File: src/rtl/alpha_calc_pipe.sv
// alpha_calc_pipe: two-stage elastic pipeline quantising dark_diff/denominator into an alpha weight.
// Define ALPHA_CALC_SAT_CNT_EN to add the frame_clr input and the saturating sat_count output.
module alpha_calc_pipe #(
    parameter int DATA_W      = 8,
    parameter int ALPHA_W     = 7,
    parameter int LOG2_LEVELS = 3,
    parameter int ALPHA_SAT   = 125
) (
    input  logic                 clk,
    input  logic                 rst_n,
    input  logic                 in_valid,
    output logic                 in_ready,
    input  logic [DATA_W-1:0]    dark_diff,
    input  logic [DATA_W-1:0]    denominator,
    input  logic                 in_last,
    output logic                 out_valid,
    input  logic                 out_ready,
    output logic [ALPHA_W-1:0]   alpha,
    output logic [LOG2_LEVELS:0] level,
`ifdef ALPHA_CALC_SAT_CNT_EN
    input  logic                 frame_clr,
    output logic [31:0]          sat_count,
`endif
    output logic                 out_last
);

    localparam int unsigned LEVELS = 1 << LOG2_LEVELS;
    localparam int          NUM_W  = DATA_W + LOG2_LEVELS + 1;
    localparam int          SHIFT  = ALPHA_W - LOG2_LEVELS;

    logic                    s1_valid;
    logic [DATA_W-1:0]       s1_dd;
    logic [DATA_W-1:0]       s1_den;
    logic                    s1_last;
    logic                    s2_ready;
    logic [NUM_W-1:0]        num;
    logic [NUM_W-1:0]        acc;
    logic [LOG2_LEVELS:0]    k;
    logic [ALPHA_W-1:0]      alpha_next;

    assign s2_ready = !out_valid || out_ready;
    assign in_ready = !s1_valid || s2_ready;

    always_ff @(posedge clk or negedge rst_n) begin
        if (!rst_n) begin
            s1_valid <= 1'b0;
            s1_dd    <= '0;
            s1_den   <= '0;
            s1_last  <= 1'b0;
        end else if (in_ready) begin
            s1_valid <= in_valid;
            if (in_valid) begin
                s1_dd   <= dark_diff;
                s1_den  <= denominator;
                s1_last <= in_last;
            end
        end
    end

    // Count thresholds k*den met by the scaled numerator; a zero denominator meets all of them.
    always_comb begin
        num = NUM_W'(s1_dd) << LOG2_LEVELS;
        acc = '0;
        k   = '0;
        for (int unsigned i = 0; i < LEVELS; i++) begin
            acc = acc + NUM_W'(s1_den);
            if (num >= acc) begin
                k = k + (LOG2_LEVELS + 1)'(1);
            end
        end
        alpha_next = k[LOG2_LEVELS] ? ALPHA_W'(ALPHA_SAT) : (ALPHA_W'(k) << SHIFT);
    end

    always_ff @(posedge clk or negedge rst_n) begin
        if (!rst_n) begin
            out_valid <= 1'b0;
            alpha     <= '0;
            level     <= '0;
            out_last  <= 1'b0;
        end else if (s2_ready) begin
            out_valid <= s1_valid;
            if (s1_valid) begin
                alpha    <= alpha_next;
                level    <= k;
                out_last <= s1_last;
            end
        end
    end

`ifdef ALPHA_CALC_SAT_CNT_EN
    logic sat_hit;

    assign sat_hit = out_valid && out_ready && level[LOG2_LEVELS];

    always_ff @(posedge clk or negedge rst_n) begin
        if (!rst_n) begin
            sat_count <= '0;
        end else if (frame_clr) begin
            sat_count <= sat_hit ? 32'd1 : 32'd0;
        end else if (sat_hit && (sat_count != '1)) begin
            sat_count <= sat_count + 32'd1;
        end
    end
`endif

endmodule

File: config.mk
export PLATFORM = sky130hd
export DESIGN_NAME = alpha_calc_pipe
export DESIGN_NICKNAME = d
export VERILOG_FILES = /design/src/rtl/alpha_calc_pipe.sv
export SDC_FILE = /design/constraint.sdc
export NUM_CORES = 1
export LEC_CHECK = 0
export BUFFER_PORTS_ARGS = -buffer_cell sky130_fd_sc_hd__buf_2
export CORE_UTILIZATION = 40
export CTS_BUF_LIST = sky130_fd_sc_hd__clkbuf_8
export CTS_CLUSTER_DIAMETER = 100
export DETAILED_ROUTE_END_ITERATION = 7
export PLACE_DENSITY = 0.53
export SLEW_MARGIN = 20
export SYNTH_ARGS = -nofsm -noshare
export SYNTH_HDL_FRONTEND = slang
export SYNTH_SLANG_ARGS = --single-unit
File: constraint.sdc
create_clock -name clk -period 17.21 [get_ports clk]
set_clock_uncertainty 0.05 [all_clocks]
set_input_delay 5.163 -clock clk [delete_from_list [all_inputs] [get_ports clk]]
set_output_delay 5.163 -clock clk [all_outputs]
set_load 0.03 [all_outputs]
== Word level (Yosys, flattened, before mapping) ==
Cells that the tools add are included.

* Flip-flop bits (word level): 31
* Bits in latches: 0
* Memory bits (writable): 0
* ROM bits: 0
* Input port bits: 21
* Output and inout bits: 14
* Logic and storage cells: 45
* Memories kept: 0

* Add/subtract/negate cells: 14
* $mul: 0
* Divide/modulo/power cells: 0
* Order comparisons: 8
* Eq/ne operators: 0
* Shift operators: 0
* Mux-type cells: 9
* Bitwise logic cells: 0
* Reductions and logical operators: 6

{| class="wikitable"
|+ Operators by type and width
! kind !! count
|-
| greater-or-equal comparator 11 x 12 -> 1 bit || 4
|-
| adder 12 x 8 -> 12 bit || 3
|-
| adder 4 x 1 -> 4 bit (second input constant) || 7
|-
| two-way mux 4 bit || 7
|-
| adder 11 x 8 -> 12 bit || 1
|-
| adder 10 x 8 -> 11 bit || 1
|-
| greater-or-equal comparator 11 x 10 -> 1 bit || 1
|-
| greater-or-equal comparator 11 bit || 1
|-
| greater-or-equal comparator 11 x 8 -> 1 bit || 1
|-
| greater-or-equal comparator 11 x 9 -> 1 bit || 1
|-
| adder 9 x 8 -> 10 bit || 1
|-
| adder 8 x 8 -> 9 bit || 1
|-
| two-way mux 7 bit || 1
|-
| AND reduction 2 bit || 2
|-
| logical NOT 1 bit || 2
|-
| logical OR 1 bit || 2
|-
| two-way mux 1 bit || 1
|}

== Logic depth before layout (Yosys ltp) ==
* Depth after elaboration: 17
* Gate-level depth with buffers: 39
* Mapped depth without buffers: 39

== Least setup slack after synthesis ==
No wires, ideal clock.

* Kind: input port to output port
* Start point: in out_ready
* End point: out in_ready
* Arrival: 5.515 ns
* Data required time: 11.997 ns
* Slack: 6.482 ns
* Stages on the path: 1
* Path buffers: 0
* Cell sequence: nand3b_1

* Longest elaborated chain between the ends: 2

{| class="wikitable"
|+ RTL lines
! element !! RTL line !! RTL
|-
| start, declared || 17 || <nowiki>input logic out_ready,</nowiki>
|-
| logical OR 1 bit || 41 || <nowiki>assign s2_ready = !out_valid || out_ready;</nowiki>
|-
| logical OR 1 bit || 42 || <nowiki>assign in_ready = !s1_valid || s2_ready;</nowiki>
|-
| end, declared || 12 || <nowiki>output logic in_ready,</nowiki>
|}

Every way passes these cells.

== Worst setup path in the final report ==
Same ends and word-level chain as after synthesis.

==> impl_results.html <==
<table>
<tr><th>Metric</th><th>Value</th></tr>
<tr><th colspan="2">Logic synthesis</th></tr>
<tr><td>Post-Synthesis Net Count</td><td>756</td></tr>
<tr><td>Unique cell type count in the Yosys netlist</td><td>81</td></tr>
<tr><td>Top-area cell type share of the netlist area</td><td>roughly a quarter</td></tr>
<tr><td>Cell type with the largest total area after synthesis</td><td>ha_1</td></tr>
<tr><td>Cell Area, Synth</td><td>5270 um2</td></tr>
<tr><td>Top flip-flop cell by instance count after synthesis</td><td>dfrtp_1</td></tr>
<tr><td>Mean Syn Cell Area</td><td>approximately 8.5 um2</td></tr>
<tr><td>Yosys warning count</td><td>0</td></tr>
<tr><td>Register bit count reported by yosys</td><td>27</td></tr>
<tr><td>Top cells by area, synth</td><td>ha_1 26%, dfrtp_1 13%, xnor2_1 6.5%</td></tr>
<tr><td>Sequential-to-total area share from yosys stat</td><td>12.8%</td></tr>
<tr><td>Number of enable-type register cells in the synthesized netlist</td><td>0</td></tr>
<tr><td>Fraction of synthesis flops using an asynchronous set or reset pin</td><td>100%</td></tr>
<tr><td>Post-synthesis instance total</td><td>623</td></tr>
<tr><th colspan="2">Floorplanning</th></tr>
<tr><td># rows</td><td>41</td></tr>
<tr><td>Total die area</td><td>approximately 14000 um2</td></tr>
<tr><td>Core footprint</td><td>~13000 um2</td></tr>
<tr><td>Height of the chip</td><td>117 um</td></tr>
<tr><td>Initial standard-cell utilization of the core</td><td>41.5%</td></tr>
<tr><td>Horizontal extent of the die</td><td>117 um</td></tr>
<tr><td>Top-level port count</td><td>35</td></tr>
<tr><th colspan="2">Timing</th></tr>
<tr><td>Max-slew violation count</td><td>0</td></tr>
<tr><td>Measured slew at the worst slew-check pin</td><td>0.753 ns</td></tr>
<tr><td>Unrepaired setup endpoints after global routing</td><td>false</td></tr>
<tr><td>Endpoints failing hold</td><td>0</td></tr>
<tr><td>Worst slew slack as a fraction of its limit</td><td>49.8%</td></tr>
<tr><td>Tcrit/Tclk final</td><td>63.0%</td></tr>
<tr><td>Summed negative setup slack over all endpoints</td><td>0 ns</td></tr>
<tr><td>Final critical delay including setup and external delays</td><td>10.85 ns</td></tr>
<tr><td>Max Clk Rate</td><td>0.0922 GHz</td></tr>
<tr><td>Final setup fails</td><td>0</td></tr>
<tr><th colspan="2">CTS</th></tr>
<tr><td>Clock insertion delay at the later pin of the skew report</td><td>0.28 ns</td></tr>
<tr><td>Maximum clock insertion buffer count</td><td>2</td></tr>
<tr><td>Number of cells upsized or downsized after cts</td><td>0</td></tr>
<tr><td>Maximum level of the CTS H-tree</td><td>1</td></tr>
<tr><td>TritonCTS clock tree</td><td>yes</td></tr>
<tr><td>Number of buffers created by CTS</td><td>3</td></tr>
<tr><td>Root buffer selected by CTS</td><td>clkbuf_8</td></tr>
<tr><td>Number of buffers inserted by post-CTS setup repair</td><td>0</td></tr>
<tr><td>Clock slew seen by the registers of the worst setup and hold paths</td><td>0.10 ns</td></tr>
<tr><td>Cts hold-fix bufs</td><td>0</td></tr>
<tr><td>CTS Sinks</td><td>27</td></tr>
<tr><th colspan="2">Detailed routing</th></tr>
<tr><td>Wire per inst</td><td>15.1 um</td></tr>
<tr><td>Iteration-0 DRC count of the detailed router</td><td>140</td></tr>
<tr><td>Routed vias</td><td>4492</td></tr>
<tr><td>Residual antenna-violating net count after detailed routing</td><td>0</td></tr>
<tr><td>Total iterations of the first detailed-routing run</td><td>4</td></tr>
<tr><td>Detailed Route WL</td><td>approximately 12 mm</td></tr>
<tr><td>Detailed-route DRC error count</td><td>0</td></tr>
<tr><td>Via density per instance</td><td>5.48</td></tr>
<tr><th colspan="2">Placed design</th></tr>
<tr><td>Final GP Congestion</td><td>0.820</td></tr>
<tr><td>Count of buffers inserted at the top-level ports</td><td>33</td></tr>
<tr><td>DP HPWL</td><td>10.4 mm</td></tr>
<tr><th colspan="2">Setup path</th></tr>
<tr><td>Critical-path cell list</td><td>buf_2, nand3b_1, buf_2</td></tr>
<tr><td>Element type at the critical path start</td><td>input pin</td></tr>
<tr><td>Critical path fanouts, max</td><td>3</td></tr>
<tr><td>CP dominant cell by count</td><td>buf_2</td></tr>
<tr><td>Data required time at the worst endpoint</td><td>approximately 12 ns</td></tr>
<tr><td>Biggest cell delay along the critical path</td><td>0.20 ns</td></tr>
<tr><td>Crit path capture type</td><td>output port</td></tr>
<tr><td>Slowest stage cell, crit path</td><td>buf_2</td></tr>
<tr><td>Class of the most critical setup path</td><td>in -&gt; out</td></tr>
<tr><td>Arr. time, crit path</td><td>5.63 ns</td></tr>
<tr><th colspan="2">Global route</th></tr>
<tr><td>Global-route usage over all layers</td><td>19.2%</td></tr>
<tr><td>Via count of the first global-routing pass</td><td>4572</td></tr>
<tr><td>Maximum number of pins on one net before global-route repair</td><td>28</td></tr>
<tr><td>Gr ovfl total</td><td>0</td></tr>
<tr><td>Number of antenna violations at the first check in global routing</td><td>0</td></tr>
<tr><td>Global-route wire length before repair</td><td>21.0 mm</td></tr>
<tr><th colspan="2">Cells and area</th></tr>
<tr><td>Proportion of layout cells with a drive suffix above 1</td><td>12.7%</td></tr>
<tr><td>Area grow syn2layout</td><td>6.74%</td></tr>
<tr><td>Filler Cells Inserted</td><td>1355</td></tr>
<tr><td>Number of diodes added for antenna fixing</td><td>0</td></tr>
<tr><td>Number of nets in the finished design</td><td>781</td></tr>
<tr><th colspan="2">Run</th></tr>
<tr><td>Max-capacitance violation count</td><td>0</td></tr>
<tr><th colspan="2">Hold path</th></tr>
<tr><td>Worst hold-check path type</td><td>reg -&gt; reg</td></tr>
<tr><th colspan="2">Status</th></tr>
<tr><td>Status</td><td>completed</td></tr>
</table>
sequential cells by signal, summed over array words and instances (netlist names):
signal	count
alpha	4
level	3
out_last	1
out_valid	1
s1_dd	8
s1_den	8
s1_last	1
s1_valid	1
synthesized netlist by cell type (all sizes together) (7+ instances only):
library cell and n:
nand4 8, o21ai 32, nand3 14, a21o 21, inv 63, nor3 8
xor2 12, nor2b 15, a211oi 7, o211ai 10, xnor2 39, ha 108
nand2 22, buf 9, o21a 13, mux2 22, a31oi 9, a21oi 46
nand2b 16, dfrtp 27, nor2 39
critical path: cells and delay by family:
family	cells	cell delay, ns
buffers and inverters	2	0.30
and+or+nand+nor	1	0.17
layer usage:
| layer | GRT usage, % | wire [um] | part of all wire (%) |
|---|---|---|---|
| met2 | 34.3 | 5810 | 47 |
| met3 | 0.824 | 326 | 2.6 |
| met5 | 0 | 0 | 0 |
| met4 | 3.97 | 144 | 1.2 |
| met1 | 25.7 | 6070 | 49 |
cells by family after synthesis:
group / after synthesis / synth area share (%)
buf+inv: 77 / 6.03
fa+ha+maj: 113 / 27.3
xor+xnor: 53 / 9.49
compound gates: 176 / 23.7
other cells: 1 / 0.0711
mux: 26 / 5.46
flops: 27 / 12.8
simple gates: 150 / 15.1
layout by cell type, fill, tap and decap left out, types with 21 or more instances in the layout:
cell type,n
ha_1,108
mux2_2,22
inv_1,62
buf_2,33
nand2_1,22
dfrtp_1,27
o21ai_0,24
a21o_1,21
xnor2_1,39
nor2_1,38
a21oi_1,45
area by class of cell:
class	instances	area, um2	share of cell area [%]
clock inverters	1	7.51	0.133
multi-input cells	519	4280	76.0
well taps	172	215	3.82
inverters	63	236	4.20
flip-flops and latches	27	676	12.0
clock buffers	3	41.3	0.733
repair buffers	34	173	3.07
worst paths after layout:
path	startpoint	endpoint	slack [ns]	depth (start not counted)
min	s1_valid$_DFFE_PN0N_	out_valid$_DFFE_PN0P_	0.45	1
min reg2reg	s1_valid$_DFFE_PN0N_	out_valid$_DFFE_PN0P_	0.45	1
max reg2reg	s1_den[1]$_DFFE_PN0P_	level[2]$_DFFE_PN0P_	8.47	39
max in group asynchronous	rst_n	s1_den[1]$_DFFE_PN0P_	11.88	1
min in group asynchronous	rst_n	alpha[3]$_DFFE_PN0P_	4.83	1
max	out_ready	in_ready	6.36	3
through the flow:
| stage | hold slack [ns] | util (%) | cell area, um2 | instances | setup WS (ns) |
|---|---|---|---|---|---|
| finish | 0.455 | 44.2 | 5630 | 819 | 6.36 |
| floorplan | 0.399 | - | 5270 | 623 | 6.48 |
| global placement | 0.428 | 43.9 | 5580 | 815 | 6.37 |
| global route | 0.472 | 44.2 | 5630 | 819 | 6.32 |
| detailed placement | 0.437 | 43.9 | 5580 | 815 | 6.36 |
| CTS | 0.460 | 44.2 | 5630 | 819 | 6.36 |
Power is left out: the tool's default activity adds up to more than one toggle a clock period on the data nets, which glitch-free logic cannot reach.
